File: src/rtl/ahb_timer_pkg.sv
// Shared constants for the AHB system timer: register offsets, HTRANS codes
// and CS field positions.
package ahb_timer_pkg;

   // Word offsets (HADDR[7:2]) of the register map
   localparam logic [5:0] OFF_CS  = 6'h00;
   localparam logic [5:0] OFF_CLO = 6'h01;
   localparam logic [5:0] OFF_CHI = 6'h02;
   localparam logic [5:0] OFF_C0  = 6'h03;
   localparam logic [5:0] OFF_C1  = 6'h04;
   localparam logic [5:0] OFF_C2  = 6'h05;
   localparam logic [5:0] OFF_C3  = 6'h06;

   // AHB-Lite transfer types
   typedef enum logic [1:0] {
      HTRANS_IDLE   = 2'b00,
      HTRANS_BUSY   = 2'b01,
      HTRANS_NONSEQ = 2'b10,
      HTRANS_SEQ    = 2'b11
   } htrans_e;

   // CS layout: match flags in the low nibble, interrupt enables above them
   localparam int unsigned CS_M_LSB  = 0;
   localparam int unsigned CS_IE_LSB = 4;
   localparam int unsigned CS_WIDTH  = 8;

   // Offset of compare channel idx
   function automatic logic [5:0] cmp_offset(input int unsigned idx);
      return OFF_C0 + 6'(idx);
   endfunction

   // True for transfer types that carry a real access
   function automatic logic trans_active(input logic [1:0] trans);
      return (trans == HTRANS_NONSEQ) || (trans == HTRANS_SEQ);
   endfunction

endpackage

File: src/rtl/ahb_timer_counter.sv
// Prescaler plus free-running 64-bit counter. tick is high on the cycle the
// prescaler sits at its terminal value; the counter advances on that edge.
module timer_counter #(
   parameter int unsigned PRESCALE    = 1,
   parameter logic [63:0] COUNT_RESET = '0
) (
   input  logic        HCLK,
   input  logic        HRESET,
   output logic        tick,
   output logic [63:0] count
);

   localparam int unsigned PW = (PRESCALE > 1) ? $clog2(PRESCALE) : 1;
   localparam logic [PW-1:0] PRESC_LAST = PW'(PRESCALE - 1);

   logic [PW-1:0] presc_q;
   logic [63:0]   count_q;

   assign tick  = (presc_q == PRESC_LAST);
   assign count = count_q;

   // Prescaler wraps on tick; counter wraps silently at 2^64
   always_ff @(posedge HCLK or posedge HRESET) begin
      if (HRESET) begin
         presc_q <= '0;
         count_q <= COUNT_RESET;
      end else if (tick) begin
         presc_q <= '0;
         count_q <= count_q + 64'd1;
      end else begin
         presc_q <= presc_q + PW'(1);
      end
   end

endmodule

File: src/rtl/ahb_timer.sv
// AHB-Lite system timer slave: zero-wait-state register window holding the
// compare channels, CS (enables + sticky match flags) and the CHI shadow.
module ahb_timer
   import ahb_timer_pkg::*;
#(
   parameter int unsigned PRESCALE    = 1,
   parameter int unsigned NCMP        = 4,
   // Counter start value after reset; zero in normal use
   parameter logic [63:0] COUNT_RESET = '0
) (
   input  logic        HCLK,
   input  logic        HRESET,
   input  logic        HSEL,
   input  logic [31:0] HADDR,
   input  logic [1:0]  HTRANS,
   input  logic        HWRITE,
   input  logic        HREADY,
   input  logic [31:0] HWDATA,
   output logic [31:0] HRDATA,
   output logic        HREADYOUT,
   output logic        IRQ
);

   // Address-phase capture
   logic       valid_q;
   logic       write_q;
   logic [5:0] off_q;

   // Register state
   logic [31:0]     cmp_q [NCMP];
   logic [31:0]     cmp_d [NCMP];
   logic [NCMP-1:0] ie_q, ie_d;
   logic [NCMP-1:0] m_q, m_d;
   logic [31:0]     shadow_q, shadow_d;
   logic            irq_q;

   // Counter interface
   logic        tick;
   logic [63:0] count;
   logic [31:0] cnt_lo_next;

   logic wr_en;
   logic rd_en;
   logic unused_addr;

   assign unused_addr = ^{HADDR[31:8], HADDR[1:0]};

   timer_counter #(
      .PRESCALE    (PRESCALE),
      .COUNT_RESET (COUNT_RESET)
   ) u_counter (
      .HCLK   (HCLK),
      .HRESET (HRESET),
      .tick   (tick),
      .count  (count)
   );

   assign wr_en       = valid_q & write_q;
   assign rd_en       = valid_q & ~write_q;
   // Compare target: the value the counter takes on this tick
   assign cnt_lo_next = count[31:0] + 32'd1;

   assign HREADYOUT = 1'b1;
   assign IRQ       = irq_q;

   // Capture the address phase of a selected, active transfer
   always_ff @(posedge HCLK or posedge HRESET) begin
      if (HRESET) begin
         valid_q <= 1'b0;
         write_q <= 1'b0;
         off_q   <= '0;
      end else begin
         valid_q <= HSEL & trans_active(HTRANS) & HREADY;
         write_q <= HWRITE;
         off_q   <= HADDR[7:2];
      end
   end

   // Next-state for software-visible registers, match flags and shadow
   always_comb begin
      cmp_d    = cmp_q;
      ie_d     = ie_q;
      m_d      = m_q;
      shadow_d = shadow_q;

      if (wr_en) begin
         if (off_q == OFF_CS) begin
            ie_d = HWDATA[CS_IE_LSB +: NCMP];
            m_d  = m_q & ~HWDATA[CS_M_LSB +: NCMP];
         end
         for (int i = 0; i < NCMP; i++) begin
            if (off_q == cmp_offset(i)) begin
               cmp_d[i] = HWDATA;
            end
         end
      end

      // Applied after the W1C so a coincident match wins; uses old compare values
      if (tick) begin
         for (int i = 0; i < NCMP; i++) begin
            if (cnt_lo_next == cmp_q[i]) begin
               m_d[i] = 1'b1;
            end
         end
      end

      // Latch the upper half alongside the CLO value being returned
      if (rd_en && (off_q == OFF_CLO)) begin
         shadow_d = count[63:32];
      end
   end

   // Register update; IRQ follows next-state CS so it tracks the visible flags
   always_ff @(posedge HCLK or posedge HRESET) begin
      if (HRESET) begin
         for (int i = 0; i < NCMP; i++) begin
            cmp_q[i] <= '0;
         end
         ie_q     <= '0;
         m_q      <= '0;
         shadow_q <= '0;
         irq_q    <= 1'b0;
      end else begin
         for (int i = 0; i < NCMP; i++) begin
            cmp_q[i] <= cmp_d[i];
         end
         ie_q     <= ie_d;
         m_q      <= m_d;
         shadow_q <= shadow_d;
         irq_q    <= |(m_d & ie_d);
      end
   end

   // Read data mux on the registered offset; zero outside a read data phase
   always_comb begin
      HRDATA = '0;
      if (rd_en) begin
         case (off_q)
            OFF_CS:  HRDATA = {{(32 - CS_WIDTH){1'b0}}, ie_q, m_q};
            OFF_CLO: HRDATA = count[31:0];
            OFF_CHI: HRDATA = shadow_q;
            default: HRDATA = '0;
         endcase
         for (int i = 0; i < NCMP; i++) begin
            if (off_q == cmp_offset(i)) begin
               HRDATA = cmp_q[i];
            end
         end
      end
   end

endmodule
File: config.mk
export PLATFORM = sky130hd
export DESIGN_NAME = ahb_timer
export DESIGN_NICKNAME = d
export VERILOG_FILES = /design/src/rtl/ahb_timer_pkg.sv /design/src/rtl/ahb_timer_counter.sv /design/src/rtl/ahb_timer.sv
export SDC_FILE = /design/constraint.sdc
export NUM_CORES = 1
export LEC_CHECK = 0
export ABC_CLOCK_PERIOD_IN_PS = 17200
export CORE_MARGIN = 4
export CORE_UTILIZATION = 60
export CTS_BUF_LIST = sky130_fd_sc_hd__clkbuf_4 sky130_fd_sc_hd__clkbuf_8 sky130_fd_sc_hd__clkbuf_16
export CTS_CLUSTER_DIAMETER = 120
export CTS_CLUSTER_SIZE = 24
export DETAILED_ROUTE_END_ITERATION = 16
export GPL_ROUTABILITY_DRIVEN = 1
export GPL_TIMING_DRIVEN = 1
export PLACE_DENSITY = 0.91
export RECOVER_POWER = 100
export SLEW_MARGIN = 20
export SYNTH_ARGS = -nofsm -noshare
export SYNTH_HDL_FRONTEND = slang
export SYNTH_SLANG_ARGS = --single-unit
File: constraint.sdc
create_clock -name HCLK -period 17.2 [get_ports HCLK]
set_input_delay 4.3 -clock HCLK [delete_from_list [all_inputs] [get_ports HCLK]]
set_output_delay 4.3 -clock HCLK [all_outputs]
set_load 0.02 [all_outputs]
== Word level (Yosys, flattened, before mapping) ==
Cells that the tools add are included.
Storage, ports and cells
  register bits: 242
  bits in latches: 0
  RAM bits: 0
  memory bits (read-only): 0
  output and inout bits: 34
  memories kept: 0
Cells by class
  $add $sub $neg: 3
  multiply operators: 0
  divide/modulo/power cells: 0
  $lt $le $gt $ge: 0
  equality and inequality tests: 12
  shifts and indexed selects: 0
  mux-type cells: 16
  bitwise gates (word level): 8
  reductions and logical operators: 8
Operator list (number)
  two-way mux 32 bit: 5
  equality test 32 bit: 4
  case mux 32 bit (3 select lines): 1
  adder 64 x 1 -> 64 bit, second input constant: 1
  adder 32 x 1 -> 32 bit, second input constant: 1
  two-way mux 4 bit: 5
  equality test 6 x 3 -> 1 bit, second input constant: 3
  equality test 6 x 2 -> 1 bit, second input constant: 2
  AND 4 bit: 2
  AND reduction 2 bit: 4
  equality test 6 x 1 -> 1 bit, second input constant: 1
  logical NOT 6 bit: 1
  two-way mux 1 bit: 5
  AND 1 bit: 4
  equality test 2 bit, second input constant: 2
  NOT 4 bit: 1
  OR reduction 4 bit: 1
  adder 1 bit, second input constant: 1
  logical AND 1 bit: 1
  logical OR 1 bit: 1
  NOT 1 bit: 1

== Longest topological paths before layout ==
  depth in word-level cells: 8
  depth in mapped cells: 12
  mapped depth without buffers: 11

== Modules after synthesis ==
From an unflattened synthesis, not the netlist that was laid out.
Second synthesis, totals
  cell total of the unflattened synthesis: 1423
  area, all modules: 14755.4 um^2
Modules (own cells, without submodules)
  ahb_timer: instances 1, cells an instance 1156, area each 11802.6 um^2, seq. area each 4429.2 um^2
  timer_counter: instances 1, cells an instance 267, area each 2952.8 um^2, seq. area each 1601.5 um^2

== Worst setup path before layout ==
Ideal clock, no wire load.
  path kind: register to output
  start point: register off_q[1]
  end point: output HRDATA[11]
  arrival: 2.473 ns
  setup slack: 10.427 ns
  stages on the path, launching flop included: 9
  cell sequence: dfrtp_1 clkbuf_1 buf_1 clkbuf_1 clkbuf_1 mux2i_1 o21ai_0 a21oi_1 nor2_1
On the way
  cells in the longest elaborated chain, start to end: 7
  elaborated cells on any way between the ends: 13
  those cells by class: eq/ne (6); mux (6); reduce/logical (1)
Ends and longest elaborated chain
  start, declared: RTL line ahb_timer.sv:27  | logic [5:0] off_q;
  start signal, assigned: RTL line ahb_timer.sv:75  | off_q <= HADDR[7:2];
  equality test 6 x 2 -> 1 bit (tied with other cells): RTL line ahb_timer.sv:138  | case (off_q)
  case mux 32 bit (3 select lines): RTL line ahb_timer.sv:138
  two-way mux 32 bit (3 in a row): RTL line ahb_timer.sv:145  | if (off_q == cmp_offset(i)) begin
  two-way mux 32 bit *: RTL line ahb_timer.sv:145
  two-way mux 32 bit *: RTL line ahb_timer.sv:137  | if (rd_en) begin
  end, declared: RTL line ahb_timer.sv:19  | output logic [31:0] HRDATA,
Mark *: on every way between the ends. The rest lies on a longest branch, timed or not.

==> results_dict.tcl <==
set metrics [dict create \
    finalCritPeriodShare 0.631 \
    cts_resized 0 \
    cts_tree "done" \
    r2r_start "off_q[0]$_DFF_PP0_" \
    finalNetCount 1494 \
    drt_iter0_markers 1614 \
    netlist_instances 1404 \
    clock_latency_ns 0.52 \
    start_util 0.616 \
    drt-wirelength-per-cell_um 29.1 \
    clkSlewWorstSetupHoldPaths_ns 0.10 \
    die-height_um 164 \
    dpl.hpwl_mm 37.3 \
    required_ns 16.83 \
    synth_area_per_cell_um2 10.4 \
    fin_skew_ns 0.0302 \
    drv_cap 6 \
    port-buffer-count 76 \
    start_kind "input port" \
    gp_congestion 1.04 \
    hold_depth 1 \
    critPathKind "input port to async pin" \
    failed_checks "capacitance limit, slew limit" \
    syn_nets 1476 \
    worstReg2RegEnd "cmp_q[16]$_DFFE_PP0P_" \
    yosys.area_share.xor_xnor 0.118 \
    post-cts-setup-buffers 0 \
    core_area_um2 23800 \
    whs_endpoint "u_counter.count[57]$_DFF_PP0_" \
    end_kind "async pin" \
    slowest_delay_ns 3.15 \
    clock_path_buffers 3 \
    root_buffer "clkbuf_16" \
    hold_viol 0 \
    power_density_nw_per_um2 64.5 \
    numCtsBuffers 14 \
    critical_path.max_fanout 95 \
    dp.cells 1725 \
    leakage_nw 7.00 \
    maxSlewViolCount 356 \
    synth-main-ff-cell "dfrtp_1" \
    synthToLayoutAreaGrowth_pct 8.68 \
    antenna-diode-count 0 \
    reg2reg_depth 6 \
    fin_cells 1744 \
    tightest_slew_ns 4.29 \
    synth_top_family_by_area "multiplexers" \
    synthMuxAreaShare 0.168 \
    total_power_mw 1.03 \
    cts.sink_count 241 \
    num_vias 11900 \
    ys_seq_area_frac 0.412 \
    grt_setup_unrepaired "no" \
    synthAdderAreaFrac 0.000856 \
    finalSetupViolations 0 \
    setup_ws_ns 6.34 \
    relSlewSlack -1.88 \
    synth_cell_type_count 77 \
    synth-seq-cells 241 \
    ir_drop_mv 0.105 \
    pin_count 105 \
    crit_chain "dlygate4sd3_1, clkinvlp_2, clkbuf_1" \
    ant_nets 0 \
    std_cell_rows 56 \
    hold_path_class "flip-flop to flip-flop" \
    grt_pass1_wl_mm 76.0 \
    rrSetupSlack_ns 11.61 \
    critical_path_arrival_ns 10.49 \
    grt_overflow_total 0 \
    synth_warnings 0 \
    status "complete, but fails checks" \
    fin_tns_setup_ns 0 \
    cts_hold_buf 0 \
    syn-cell-area_um2 14600 \
    synth_edf_count 0 \
    post-route-min-period_ns 10.86 \
    synth_compound_area_frac 0.101 \
    hold_start "u_counter.count[57]$_DFF_PP0_" \
    async_flop_share 1.00 \
    first_pass_iters 5 \
    drive_above_1_share 0.170 \
    grt_usage 0.379 \
    grt_pass1_vias 11800 \
    cp_slowest_cell "clkbuf_1" \
    grt_max_degree 96 \
    die_x_um 164 \
    drc 0 \
    synth_simple_gate_area_frac 0.163 \
    fmax_mhz 92.1 \
    antenna_found_initial 1 \
    dieArea_um2 26900 \
    place_ws_ns 9.98 \
    routed_wl_mm 50.7 \
    viasPerCell 6.84 \
    cts_max_level 1 \
]
[power breakdown]
group | switching (mW) | internal, mW
clock network | 0.198 | 0.160
registers | 0.0145 | 0.576
logic | 0.0461 | 0.0317
total | 0.258 | 0.767
[cells in the mapped netlist, drive strengths merged (3+ instances only)]
cell type / number / area share
o31ai: 6 / 0.0040
o211ai: 6 / 0.0031
or3: 5 / 0.0021
nor2: 91 / 0.023
a21oi: 45 / 0.015
nand2b: 8 / 0.0034
or4: 9 / 0.0051
nor3: 23 / 0.0092
mux2i: 31 / 0.021
a2111oi: 10 / 0.0060
xor3: 3 / 0.0049
inv: 35 / 0.0090
a22oi: 29 / 0.015
nor4: 26 / 0.015
and2: 10 / 0.0043
o22ai: 3 / 0.0013
xnor2: 93 / 0.056
mux2: 174 / 0.13
a211oi: 4 / 0.0021
xor2: 52 / 0.031
a31oi: 4 / 0.0017
a32o: 3 / 0.0021
o21ai: 73 / 0.025
clkbuf: 59 / 0.015
buf: 34 / 0.013
nand4: 45 / 0.023
mux4: 8 / 0.012
nand3: 44 / 0.017
and3: 23 / 0.0098
nor3b: 7 / 0.0036
nor2b: 11 / 0.0047
o221ai: 4 / 0.0024
dfrtp: 241 / 0.41
or2: 6 / 0.0026
o2111ai: 9 / 0.0054
nand2: 100 / 0.026
a311oi: 4 / 0.0024
and4: 12 / 0.0072
xnor3: 17 / 0.026
nand3b: 6 / 0.0031
[layer usage]
layer | GRT usage | up-vias | share of wire
met3 | 0.0783 | 96 | 0.10
met1 | 0.543 | 6017 | 0.41
li1 | - | 5120 | -
met5 | 0 | - | 0
met2 | 0.596 | 690 | 0.46
met4 | 0.0919 | 0 | 0.032
[registers in the layout, summed over array words and instances (netlist names)]
register,flops
shadow_q,32
valid_q,1
ie_q,4
off_q,6
m_q,4
write_q,1
u_counter.count,64
IRQ,1
cmp_q,128
[cell type report]
type	count	area, um^2
Multi-Input combinational cell	1035	8020
Timing Repair Buffer	95	881
Clock buffer	17	373
Tap cell	319	399
Inverter	35	133
Sequential cell	241	6040
Clock inverter	2	46.3
Fill cell	1773	7860
[cell usage in the layout (no fill, tap or decap), drive strengths merged, types with 5 or more instances in the layout]
cell / n
o21ai: 73
inv: 34
dfrtp: 241
clkdlybuf4s50: 6
xor2: 52
buf: 13
mux2i: 31
a21oi: 45
nor3b: 7
nand2b: 8
and3: 23
xnor2: 93
a22oi: 29
a2111oi: 10
nand4: 45
nor2b: 11
or4: 9
o2111ai: 9
mux2: 174
or3: 5
xnor3: 17
and2: 10
dlygate4sd3: 70
and4: 12
nand2: 100
or2: 6
nor3: 23
nor2: 91
o211ai: 6
nand3b: 6
nand3: 44
nor4: 26
o31ai: 6
clkbuf: 23
mux4: 8
[cells by family after synthesis]
| kind of cell | Yosys count |
|---|---|
| AND/OR/NAND/NOR | 431 |
| buffers and inverters | 128 |
| other | 1 |
| AO/OA/AOI/OAI | 224 |
| multiplexers | 213 |
| flip-flops | 241 |
| XOR/XNOR | 165 |
| adder cells (fa/ha/maj) | 1 |
[stage by stage]
stage | cell area, um^2 | util | hold WS [ns]
after floorplan | 14600 | - | 0.438
after global placement | 15600 | 0.655 | 0.457
after detailed placement | 15600 | 0.655 | 0.458
after CTS | 16000 | 0.673 | 0.487
after global routing | 15900 | 0.669 | 0.509
final | 15900 | 0.669 | 0.483
[critical path: cells and delay by family]
kind / cells / cell delay [ns]
buffers and inverters: 3 / 6.09
[worst max path at each step]
stage,slack (ns),cells after the start,end,startpoint
global placement,9.99,8,HRDATA[8],off_q[1]$_DFF_PP0_
floorplan,6.28,1,IRQ$_DFF_PP0_,HRESET
CTS,9.41,8,HRDATA[8],off_q[1]$_DFF_PP0_
detailed placement,9.98,8,HRDATA[8],off_q[1]$_DFF_PP0_
finish,6.34,3,u_counter.count[18]$_DFF_PP0_,HRESET
global route,4.97,3,cmp_q[114]$_DFFE_PP0P_,HRESET
Note: power is estimated with default switching activity, not from simulation.
